$ cat src/rtl/mul_add.sv
// mul_add: sequential compose unit computing result = Q*B + R by iterative
// shift-and-add. One multiplier bit is consumed per CALC cycle, so the
// latency is fixed regardless of operand values. A small control FSM
// (IDLE/CALC/DONE) sequences the datapath through the start/done handshake.
module mul_add #(
    parameter int WIDTH = 32
) (
    input  logic             clk,
    input  logic             reset,
    input  logic             start,
    input  logic [WIDTH-1:0] Q,
    input  logic [WIDTH-1:0] B,
    input  logic [WIDTH-1:0] R,
    output logic [WIDTH-1:0] result,
    output logic             overflow,
    output logic             busy,
    output logic             done
);

    // Counter must be able to hold 0..WIDTH.
    localparam int CW = $clog2(WIDTH + 1);
    localparam logic [CW-1:0] LAST_CNT = CW'(WIDTH - 1);

    typedef enum logic [1:0] {
        IDLE = 2'd0,
        CALC = 2'd1,
        DONE = 2'd2
    } state_t;

    state_t state_reg;
    state_t state_next;

    logic [2*WIDTH-1:0] acc_reg;
    logic [2*WIDTH-1:0] mcand_reg;
    logic [WIDTH-1:0]   mplier_reg;
    logic [CW-1:0]      cnt_reg;
    logic [WIDTH-1:0]   result_reg;
    logic               overflow_reg;

    logic [2*WIDTH-1:0] acc_next;
    logic               accept;
    logic               last_step;

    // A start is honoured only when no calculation is in flight.
    assign accept    = start && (state_reg != CALC);
    assign last_step = (state_reg == CALC) && (cnt_reg == LAST_CNT);

    // Conditional partial-product add for the current multiplier bit.
    // The accumulator is double width, so this sum cannot wrap.
    always_comb begin
        acc_next = acc_reg;
        if (mplier_reg[0]) begin
            acc_next = acc_reg + mcand_reg;
        end
    end

    // State register.
    always_ff @(posedge clk or posedge reset) begin
        if (reset) begin
            state_reg <= IDLE;
        end else begin
            state_reg <= state_next;
        end
    end

    // Next-state logic: load on accepted start, leave CALC after WIDTH steps.
    always_comb begin
        state_next = state_reg;
        case (state_reg)
            IDLE: begin
                if (accept) state_next = CALC;
            end
            CALC: begin
                if (last_step) state_next = DONE;
            end
            DONE: begin
                if (accept) state_next = CALC;
            end
            default: state_next = IDLE;
        endcase
    end

    // Datapath: operand capture, shift-and-add iteration, counter.
    always_ff @(posedge clk or posedge reset) begin
        if (reset) begin
            acc_reg    <= '0;
            mcand_reg  <= '0;
            mplier_reg <= '0;
            cnt_reg    <= '0;
        end else if (accept) begin
            acc_reg    <= {{WIDTH{1'b0}}, R};
            mcand_reg  <= {{WIDTH{1'b0}}, B};
            mplier_reg <= Q;
            cnt_reg    <= '0;
        end else if (state_reg == CALC) begin
            acc_reg    <= acc_next;
            mcand_reg  <= mcand_reg << 1;
            mplier_reg <= mplier_reg >> 1;
            cnt_reg    <= cnt_reg + 1'b1;
        end
    end

    // Result capture on the final step, including that step's add; held
    // until the next operation completes or reset clears it.
    always_ff @(posedge clk or posedge reset) begin
        if (reset) begin
            result_reg   <= '0;
            overflow_reg <= 1'b0;
        end else if (last_step) begin
            result_reg   <= acc_next[WIDTH-1:0];
            overflow_reg <= |acc_next[2*WIDTH-1:WIDTH];
        end
    end

    assign result   = result_reg;
    assign overflow = overflow_reg;
    assign busy     = (state_reg == CALC);
    assign done     = (state_reg == DONE);

endmodule

$ cat config.mk
export PLATFORM = sky130hd
export DESIGN_NAME = mul_add
export DESIGN_NICKNAME = d
export VERILOG_FILES = /design/src/rtl/mul_add.sv
export SDC_FILE = /design/constraint.sdc
export NUM_CORES = 1
export LEC_CHECK = 0
export CAP_MARGIN = 30
export CORE_MARGIN = 2
export CORE_UTILIZATION = 45
export CTS_BUF_LIST = sky130_fd_sc_hd__clkbuf_16
export DETAILED_ROUTE_END_ITERATION = 8
export PLACE_DENSITY_LB_ADDON = 0.2
export SKIP_LAST_GASP = 1
export SYNTH_ARGS = -nofsm -noshare
export SYNTH_HDL_FRONTEND = slang
export SYNTH_SLANG_ARGS = --single-unit
$ cat constraint.sdc
create_clock -name clk -period 7 [get_ports clk]
set_input_delay 1.05 -clock clk [delete_from_list [all_inputs] [get_ports clk]]
set_output_delay 1.05 -clock clk [all_outputs]
set_load 0.01 [all_outputs]
==> results.cfg <==
[global_routing]
grt_first_pass_wirelength_um = 59200
antenna_found_initial = 0
grt.overflow.total = 0
grt_pass1_vias = 11000
grt_start_max_net_pins = 146
grtUsageTotal_pct = 24.1

[power]
max-vdd-ir-drop_uv = 204
power_uw = 7080
p_per_area_nw_per_um2 = 466
power_leakage_uw = 0.00662

[die]
initial_core_util_pct = 46.0
die_area_um2 = 30000
fp-row-count = 61
ios = 134
die_h_um = 173
die_w_um = 173
core_um2 = 28000

[sta]
timing.final.max_slew_violations = 0
rsz0062_at_grt = no
min_period_over_period_pct = 59.6
hold_violations = 0
period_minus_slack_ns = 4.17
fmax_ghz = 0.240
finalSetupViolCount = 0
finalSetupTns_ns = 0
slew-limit-headroom_pct = 35.0
tightest_slew_ns = 0.975
skew_ns = 0.0138

[yosys]
yosys.area.top_type = dfrtp_1
synthesis.area_um2 = 12900
synth_area_leaders = dfrtp_1, o21ai_0, nand2_1, mux2i_1, ha_1
async_reset_ff_share_pct = 100
synth.avg_cell_area_um2 = 8.73
synthFlopType = dfrtp_1
yosysTopAreaCellShare_pct = 39.0
synth-seq-cells = 201
yosysWarnings = 0
ys_seq_area_share_pct = 39.0
netlist_instances = 1476
yosysUniqueCellTypes = 79
synth_nets = 1640
synth_edf_count = 0

[setup_path]
cp_data_arrival_time_ns = 4.57
worstPathMaxFanout = 8
path_cells = ha_1, a21oi_1, a211o_2, o21ai_1, a211oi_1, o41ai_2, a21boi_1, o221ai_1, xor2_1, o31a_1, nor4_1, a41oi_1
required_ns = 7.40
critPathMaxStageDelay_ns = 0.71
worstSetupPathType = flip-flop to flip-flop
start_kind = flip-flop
ff2ff_setup_slack_ns = 2.83
cpMaxStageDelayCell = o41ai_2
setup.worst_path.end_class = flip-flop

[status]
outcome = complete, no violations

[clock_network]
clock_sinks = 201
cts_tree = yes
clockBufferDepth = 3
cts_root_buf = clkbuf_16
post_cts_resized = 0
htree_num_levels = 1
holdBufCountCts = 0
cts_buffers = 25
insertion_delay_ns = 0.53
postCtsSetupBuffers = 0
cts.clk_slew.worst_paths_ns = 0.06

[run]
max_cap_violations = 0

[route]
drtPass1Iterations = 5
drcViolationCount = 0
totalWireLength_um = 36500
drtAntennaViolNets = 0
via_count = 11200
avgViaCountPerCell = 5.76
route.detailed.wl_per_inst_um = 18.7
drt-initial-drc-count = 879

[cells_and_area]
num_antenna_cells = 0
final_common_cell = nand2_1
drive_gt1_share_pct = 5.21
finalNetCount = 1720
fill_cells = 2599
final_area_um2 = 15200
synthToLayoutAreaGrowth_pct = 17.9
final_cell_mix = nand2_1, o21ai_0, dfrtp_1

[placement]
io_buffers = 133
placedInstanceArea_um2 = 14400
dp_hpwl_um = 26400
gp_congestion = 0.928

[hold_path]
hold_path.class = flip-flop to flip-flop
[routing by layer]
metal	vias up	track usage (%)	part of all wire, %
met5	-	0	0
met4	0	6.53	2.4
met3	53	3.90	5.2
met2	281	39.8	47
met1	5405	32.9	46
li1	5506	-	-
[where the power goes]
part / internal, µW / switching, µW
combinational: 1520 / 2330
clock: 757 / 512
sequential: 1620 / 342
[cell type report]
type	instances	area, µm²	share of cell area, %
inverter	19	83.8	0.552
clock buffer	25	626	4.12
tap	378	473	3.11
sequential	201	5030	33.1
multi-input combinational	1167	7390	48.6
timing repair buffer	142	1420	9.37
clock inverter	21	174	1.14
[final timing paths]
kind                           startpoint        endpoint  cells after the start
hold / removal             mplier_reg[13]  mplier_reg[12]                      2
min in group asynchronous           reset  mplier_reg[11]                      2
setup reg to reg             mcand_reg[6]        overflow                     12
setup / recovery             mcand_reg[6]        overflow                     12
hold reg to reg            mplier_reg[13]  mplier_reg[12]                      2
max in group asynchronous           reset      result[22]                      4
[critical path: cells and delay by family (launching register included)]
kind | cells | cell delay [ns]
adder cells (fa/ha/maj) | 1 | 0.45
XOR/XNOR | 1 | 0.12
flip-flops | 1 | 0.40
AO/OA/AOI/OAI | 9 | 2.71
AND/OR/NAND/NOR | 1 | 0.35
[kinds of logic after synthesis]
group	share of synthesized area [%]
AND/OR/NAND/NOR	16.2
XOR/XNOR	3.87
buffers and inverters	3.70
flip-flops	39.0
adder cells (fa/ha/maj)	6.37
multiplexers	7.57
AO/OA/AOI/OAI	23.3
[through the flow]
step | util (%) | cells | hold WS (ns) | setup WS (ns)
3_3_place_gp | 51.3 | 1905 | 0.460 | 3.02
4_1_cts | 54.3 | 1953 | 0.482 | 2.81
3_5_place_dp | 51.4 | 1907 | 0.467 | 2.87
2_1_floorplan | - | 1476 | 0.449 | 0.468
5_1_grt | 54.3 | 1953 | 0.502 | 2.60
6_report | 54.3 | 1953 | 0.475 | 2.83
[Yosys cell counts (9+ instances only)]
| cell type | n |
|---|---|
| nand2_1 | 260 |
| o21ai_0 | 203 |
| dfrtp_1 | 201 |
| a21oi_1 | 120 |
| mux2i_1 | 93 |
| clkbuf_1 | 64 |
| ha_1 | 64 |
| nor2_1 | 60 |
| xnor2_1 | 33 |
| a211oi_1 | 30 |
| nor2b_1 | 30 |
| nand4_1 | 24 |
| xor2_1 | 24 |
| a21o_1 | 22 |
| inv_1 | 17 |
| nand3_1 | 17 |
| nor3_1 | 12 |
| nor4_1 | 12 |
| a22o_1 | 11 |
| o21a_1 | 10 |
| buf_2 | 9 |
| o21bai_1 | 9 |
| o31ai_1 | 9 |
Note: power is estimated with default switching activity, not from simulation.
